<file path="src/rtl/spi_frame_arbiter_if.sv">
// spi_frame_arbiter_if: frame requester, SPI byte port and MCU ack signals of the arbiter
interface spi_frame_arbiter_if #(
    parameter int LEN_W = 5
);
    logic [1:0]       req;
    logic [LEN_W-1:0] len0;
    logic [LEN_W-1:0] len1;
    logic [7:0]       byte0;
    logic [7:0]       byte1;
    logic [LEN_W-1:0] byte_idx;
    logic [1:0]       grant;
    logic [1:0]       done;
    logic [1:0]       timeout;
    logic             busy;
    logic [7:0]       spi_tx_byte;
    logic             spi_tx_dv;
    logic             spi_tx_ready;
    logic             mcu_ack;
    modport master (
        input  req, len0, len1, byte0, byte1, spi_tx_ready, mcu_ack,
        output byte_idx, grant, done, timeout, busy, spi_tx_byte, spi_tx_dv
    );
    modport slave (
        output req, len0, len1, byte0, byte1, spi_tx_ready, mcu_ack,
        input  byte_idx, grant, done, timeout, busy, spi_tx_byte, spi_tx_dv
    );
endinterface

</file>
<file path="src/rtl/spi_frame_arbiter.sv">
// spi_frame_arbiter: round-robin sharing of the SPI byte port between two frame requesters with MCU ack handshake
module spi_frame_arbiter #(
    parameter int MAX_LEN     = 16,
    parameter int LEN_W       = 5,
    parameter int ACK_TIMEOUT = 78000,
    parameter int TO_W        = 17
) (
    input  logic                clk_g_int_buf,
    input  logic                rstn_g_i,
    spi_frame_arbiter_if.master bus
);
    typedef enum logic [2:0] {IDLE, SEND, WAIT_RDY, ACK_WAIT, ACK_REL} state_t;
    localparam logic [LEN_W-1:0] MAX_L   = LEN_W'(MAX_LEN);
    localparam logic [TO_W-1:0]  TO_LAST = TO_W'(ACK_TIMEOUT - 1);
    state_t           state, state_n;
    logic [1:0]       grant, grant_n, done, done_n, timeout, timeout_n, ack_q;
    logic [LEN_W-1:0] idx, idx_n, len, len_n, len_sel, len_c;
    logic [TO_W-1:0]  cnt, cnt_n, cnt_inc;
    logic [7:0]       tx_byte, byte_n, byte_sel;
    logic             tx_dv, dv_n, last, last_n, seen_low, seen_n, pend, pend_n, win, ack_s, to_hit;
    assign win      = (bus.req == 2'b10) | ((bus.req == 2'b11) & ~last);
    assign len_sel  = win ? bus.len1 : bus.len0;
    assign len_c    = (len_sel > MAX_L) ? MAX_L : len_sel;
    assign byte_sel = ((state == IDLE) ? win : grant[1]) ? bus.byte1 : bus.byte0;
    assign ack_s    = ack_q[1];
    assign to_hit   = cnt == TO_LAST;
    assign cnt_inc  = (&cnt) ? cnt : cnt + 1'b1;
    assign bus.byte_idx    = idx;
    assign bus.grant       = grant;
    assign bus.done        = done;
    assign bus.timeout     = timeout;
    assign bus.busy        = state != IDLE;
    assign bus.spi_tx_byte = tx_byte;
    assign bus.spi_tx_dv   = tx_dv;
    // State and datapath registers; ack pin double-synchronised; reset drops dv/grant at once
    always_ff @(posedge clk_g_int_buf or negedge rstn_g_i) begin
        if (!rstn_g_i) begin
            state    <= IDLE;
            grant    <= '0;
            done     <= '0;
            timeout  <= '0;
            idx      <= '0;
            len      <= '0;
            cnt      <= '0;
            tx_byte  <= '0;
            tx_dv    <= 1'b0;
            last     <= 1'b1;
            seen_low <= 1'b0;
            pend     <= 1'b0;
            ack_q    <= '0;
        end else begin
            state    <= state_n;
            grant    <= grant_n;
            done     <= done_n;
            timeout  <= timeout_n;
            idx      <= idx_n;
            len      <= len_n;
            cnt      <= cnt_n;
            tx_byte  <= byte_n;
            tx_dv    <= dv_n;
            last     <= last_n;
            seen_low <= seen_n;
            pend     <= pend_n;
            ack_q    <= {ack_q[0], bus.mcu_ack};
        end
    end
    // Next-state: grant, byte streaming paced by ready edges, then ack rise/fall with per-phase timeout
    always_comb begin
        state_n   = state;
        grant_n   = grant;
        done_n    = '0;
        timeout_n = '0;
        idx_n     = idx;
        len_n     = len;
        cnt_n     = cnt;
        byte_n    = tx_byte;
        dv_n      = 1'b0;
        last_n    = last;
        seen_n    = seen_low;
        pend_n    = pend;
        case (state)
            IDLE: if (|bus.req && bus.spi_tx_ready) begin
                last_n = win;
                idx_n  = '0;
                if (len_c == '0) done_n = {win, ~win};
                else begin
                    grant_n = {win, ~win};
                    len_n   = len_c;
                    byte_n  = byte_sel;
                    dv_n    = 1'b1;
                    state_n = SEND;
                end
            end
            SEND: begin
                seen_n  = 1'b0;
                state_n = WAIT_RDY;
            end
            WAIT_RDY: if (pend) begin
                pend_n  = 1'b0;
                byte_n  = byte_sel;
                dv_n    = 1'b1;
                state_n = SEND;
            end else if (!bus.spi_tx_ready) seen_n = 1'b1;
            else if (seen_low) begin
                seen_n = 1'b0;
                if (idx == len - 1'b1) begin
                    cnt_n   = '0;
                    state_n = ACK_WAIT;
                end else begin
                    idx_n  = idx + 1'b1;
                    pend_n = 1'b1;
                end
            end
            ACK_WAIT: if (ack_s) begin
                done_n  = grant;
                cnt_n   = '0;
                state_n = ACK_REL;
            end else if (to_hit) begin
                timeout_n = grant;
                grant_n   = '0;
                idx_n     = '0;
                state_n   = IDLE;
            end else cnt_n = cnt_inc;
            ACK_REL: if (!ack_s && bus.spi_tx_ready) begin
                grant_n = '0;
                idx_n   = '0;
                state_n = IDLE;
            end else if (to_hit) begin
                timeout_n = grant;
                grant_n   = '0;
                idx_n     = '0;
                state_n   = IDLE;
            end else cnt_n = cnt_inc;
            default: state_n = IDLE;
        endcase
    end
endmodule

</file>
<file path="src/flat_wrapper.sv">
// flat-port wrapper written by rule: the top's interface ports become plain ports
module spi_frame_arbiter_flat 
#(
    parameter int MAX_LEN     = 16,
    parameter int LEN_W       = 5,
    parameter int ACK_TIMEOUT = 78000,
    parameter int TO_W        = 17
)
  (clk_g_int_buf, rstn_g_i, bus_req, bus_len0, bus_len1, bus_byte0, bus_byte1, bus_spi_tx_ready, bus_mcu_ack, bus_byte_idx, bus_grant, bus_done, bus_timeout, bus_busy, bus_spi_tx_byte, bus_spi_tx_dv);
  spi_frame_arbiter_if #(.LEN_W(LEN_W)) bus_i ();
  input  logic clk_g_int_buf;
  input  logic rstn_g_i;
  input wire logic [$bits(bus_i.req)-1:0] bus_req;
  input wire logic [$bits(bus_i.len0)-1:0] bus_len0;
  input wire logic [$bits(bus_i.len1)-1:0] bus_len1;
  input wire logic [$bits(bus_i.byte0)-1:0] bus_byte0;
  input wire logic [$bits(bus_i.byte1)-1:0] bus_byte1;
  input wire logic [$bits(bus_i.spi_tx_ready)-1:0] bus_spi_tx_ready;
  input wire logic [$bits(bus_i.mcu_ack)-1:0] bus_mcu_ack;
  output wire logic [$bits(bus_i.byte_idx)-1:0] bus_byte_idx;
  output wire logic [$bits(bus_i.grant)-1:0] bus_grant;
  output wire logic [$bits(bus_i.done)-1:0] bus_done;
  output wire logic [$bits(bus_i.timeout)-1:0] bus_timeout;
  output wire logic [$bits(bus_i.busy)-1:0] bus_busy;
  output wire logic [$bits(bus_i.spi_tx_byte)-1:0] bus_spi_tx_byte;
  output wire logic [$bits(bus_i.spi_tx_dv)-1:0] bus_spi_tx_dv;
  assign bus_i.req = bus_req;
  assign bus_i.len0 = bus_len0;
  assign bus_i.len1 = bus_len1;
  assign bus_i.byte0 = bus_byte0;
  assign bus_i.byte1 = bus_byte1;
  assign bus_i.spi_tx_ready = bus_spi_tx_ready;
  assign bus_i.mcu_ack = bus_mcu_ack;
  assign bus_byte_idx = bus_i.byte_idx;
  assign bus_grant = bus_i.grant;
  assign bus_done = bus_i.done;
  assign bus_timeout = bus_i.timeout;
  assign bus_busy = bus_i.busy;
  assign bus_spi_tx_byte = bus_i.spi_tx_byte;
  assign bus_spi_tx_dv = bus_i.spi_tx_dv;
  spi_frame_arbiter #(.MAX_LEN(MAX_LEN), .LEN_W(LEN_W), .ACK_TIMEOUT(ACK_TIMEOUT), .TO_W(TO_W)) u_core (.clk_g_int_buf(clk_g_int_buf), .rstn_g_i(rstn_g_i), .bus(bus_i));
endmodule
</file>
<file path="config.mk">
export PLATFORM = sky130hd
export DESIGN_NAME = spi_frame_arbiter_flat
export DESIGN_NICKNAME = d
export VERILOG_FILES = /design/src/rtl/spi_frame_arbiter_if.sv /design/src/rtl/spi_frame_arbiter.sv /design/src/flat_wrapper.sv
export SDC_FILE = /design/constraint.sdc
export NUM_CORES = 1
export LEC_CHECK = 0
export ABC_AREA = 0
export CORE_MARGIN = 3
export CORE_UTILIZATION = 50
export DETAILED_ROUTE_END_ITERATION = 16
export HOLD_SLACK_MARGIN = 0.15
export MAX_ROUTING_LAYER = met4
export PLACE_DENSITY = 0.77
export SYNTH_ARGS = -nofsm -noshare
export SYNTH_HDL_FRONTEND = slang
export SYNTH_SLANG_ARGS = --single-unit
</file>
<file path="constraint.sdc">
create_clock -name clk_g_int_buf -period 3.5 [get_ports clk_g_int_buf]
set_input_delay 0.525 -clock clk_g_int_buf [delete_from_list [all_inputs] [get_ports clk_g_int_buf]]
set_output_delay 0.525 -clock clk_g_int_buf [all_outputs]
set_load 0.005 [all_outputs]
</file>
==> flow_summary.ini <==
[drt]
drc_errors = 0
vias = 2454
ant_nets = 0
vias_per_cell = 5.774
wl_per_cell_um = 15.48
drtIter0Drc = 112
wl_mm = 6.581
first_pass_iters = 4

[cells_and_area]
fillers = 423
area_growth_pct = 24.65
finalNetCount = 389
n_antenna_cell = 0
drive_above_1_share_pct = 6.479
final_cell_mix = clkdlybuf4s50_1, dfrtp_1, nand2_1
final_util_pct = 66.20
layout_commonest_cell = clkdlybuf4s50_1

[sta]
setup_viol = 0
finalCritPeriodShare_pct = 74.51
fin_skew_ns = 0.007560
slew_headroom_pct = 27.34
period_needed_ns = 2.608
slew_viol_final = 0
fmax_mhz = 383.4
hold_viol = 0
setup-tns-final_ns = 0
holdWs_ns = 0.3579
worst_pin_slew_ns = 1.090
rsz0062_at_grt = false
worst_slack_ns = 0.8920

[worst_setup_path]
crit_path_start_kind = primary input
reg2reg_setup_slack_ns = 1.08
cp-endpoint = u_core.bus.spi_tx_byte[6]
worstPathRequired_ns = 3.68
reg2reg_from = u_core.state[0]
reg2reg_to = u_core.bus.spi_tx_byte[6]
worstSetupPathType = in -> reg
cpMaxStageDelayCell = or4_1
worstSetupEndpointType = flip-flop
ff2ff_path_depth = 6
crit_family = simple AND/OR/NAND/NOR gates
max_stage_delay_ns = 0.53
worst-path-stages = 7
path_buf_inv = 1
crit_chain = clkdlybuf4s50_1 > or4_1 > nor3_1 > nand3b_1 > nand2_1 > nor2_1 > a21oi_1
startpoint = bus_len0[3]
arrival_ns = 2.78
worstPathMaxFanout = 17

[placement]
port_buffers = 52
gp_congestion = 0.8868
place_hpwl_mm = 4.767
pre_cts_slack_ns = 0.5776

[die]
dieArea_um2 = 6494
start_util_pct = 53.11
die_h_um = 80.59
rows = 26
die_w_um = 80.59
pin_count = 53
core-area_um2 = 5238

[grt]
grt_pass1_wl_mm = 10.97
use_met1_pct = 28.20
grt_antenna_before_repair = 0
grt_use_met3_pct = 3.587
grt-ovfl-total = 0
gr-usage-met2_pct = 36.34
grt_max_degree = 51
top_usage_layer = met2
grt_pass1_vias = 2383
grt_usage_pct = 22.23

[pwr]
power_per_cell_area_nw_per_um2 = 734.4
p_int_uw = 1578
peakVddDrop_uv = 408.5
swShare_pct = 38.01
net-switching-power_uw = 967.9
p_seq_share_pct = 37.0
clkPwrFrac_pct = 19.6
p_comb_share_pct = 43.4
cellLeakagePower_uw = 0.001466

[clock_network]
cts_root_buffer = clkbuf_8
clk_path_buf_depth = 2
numCtsBuffers = 5
insertion_delay_ns = 0.31
cts_setup_buffers = 0
hold_buffers = 0
htreeDepth = 2
post_cts_resize_count = 0
cts_tree = built
cts.sinks = 50
clk_pin_slew_ns = 0.09

[synth]
syn_area_um2 = 2781
synthSimpleGateAreaFrac_pct = 22.27
ys_seq_elements = 50
async_flop_share_pct = 100.0
synth_warnings = 0
avgSynthCellArea_um2 = 9.180
synth_top_family_by_area = simple AND/OR/NAND/NOR gates
synthFlopType = dfrtp_1
synth_fa_ha_area_share_pct = 1.350
synth_fp_nets = 338
synth_edf_count = 0
synthCells = 303
synth-compound-area-share_pct = 20.47
ys_types = 59
synth-xor-area-share_pct = 1.889
synth.area.mux_share_pct = 4.678
seq_area_frac_synth_pct = 45.03

[run_status]
status = finished clean

[run]
drv_cap = 0

[min_path]
hp-class = reg -> reg
state kept, by name (all words and copies together), names as in the netlist:
signal / count
u_core.last: 1
u_core.bus.done: 2
u_core.bus.timeout: 2
u_core.ack_q: 2
u_core.bus.grant: 2
u_core.cnt: 17
u_core.len: 5
u_core.bus.byte_idx: 5
u_core.bus.spi_tx_dv: 1
u_core.state: 3
u_core.seen_low: 1
u_core.pend: 1
u_core.bus.spi_tx_byte: 8
worst min-delay path by stage:
stage	startpoint	endpoint	cells past startpoint
finish	u_core.ack_q[0]	u_core.ack_q[1]	0
global route	u_core.ack_q[0]	u_core.ack_q[1]	0
CTS	u_core.ack_q[0]	u_core.ack_q[1]	0
detailed placement	u_core.ack_q[0]	u_core.ack_q[1]	0
global placement	u_core.ack_q[0]	u_core.ack_q[1]	0
floorplan	rstn_g_i	u_core.ack_q[0]	0
Yosys cell counts, drive strengths merged (5+ instances only):
cell | count | area [µm²]
nand4 | 7 | 43.79
clkbuf | 6 | 42.54
nor2 | 26 | 97.59
a21oi | 23 | 122.6
nand2 | 36 | 135.1
dfrtp | 49 | 1226
a31oi | 9 | 56.30
o31ai | 6 | 45.04
o21ai | 20 | 100.1
mux2i | 13 | 130.1
nand3 | 8 | 40.04
o21a | 5 | 37.54
nor3 | 7 | 35.03
inv | 14 | 52.55
cell type report:
cell class	instances	area, µm²	area share [%]
sequential	50	1252	36.12
inverter	14	52.55	1.516
tap	70	87.58	2.526
timing repair buffer	53	523.0	15.08
clock buffer	6	82.58	2.382
multi-input combinational	230	1409	40.64
clock inverter	2	60.06	1.732
stage by stage:
stage | instances | power (µW) | instance area [µm²]
final | 425 | 2546 | 3467
after global routing | 425 | 2728 | 3467
after CTS | 425 | 2559 | 3467
after detailed placement | 417 | 2056 | 3324
after global placement | 417 | 2019 | 3324
after floorplan | 303 | 1673 | 2781
per-layer routing:
layer | part of all wire [%] | wire length, µm | up-vias
li1 | - | - | 1224
met1 | 45 | 2969 | 1170
met2 | 49 | 3256 | 53
met3 | 4.2 | 276 | 7
met4 | 1.2 | 78 | 0
met5 | 0 | 0 | -
cells by family (layout without fill, tap and decap cells):
group / Yosys count / after routing
XOR/XNOR: 6 / 6
AND/OR/NAND/NOR: 120 / 120
adder cells (fa/ha/maj): 3 / 3
multiplexers: 13 / 13
buffers and inverters: 23 / 75
AO/OA/AOI/OAI: 88 / 88
flip-flops: 50 / 50
power groups by stage:
| stage | Sequential, µW | Combinational, µW | Clock [µW] |
|---|---|---|---|
| after floorplan | 900 | 774 | 0 |
| after global placement | 944 | 1080 | 0 |
| after detailed placement | 947 | 1110 | 0 |
| after CTS | 939 | 1120 | 505 |
| after global routing | 969 | 1230 | 528 |
| final | 943 | 1100 | 499 |
(Power assumes the default switching activity.)
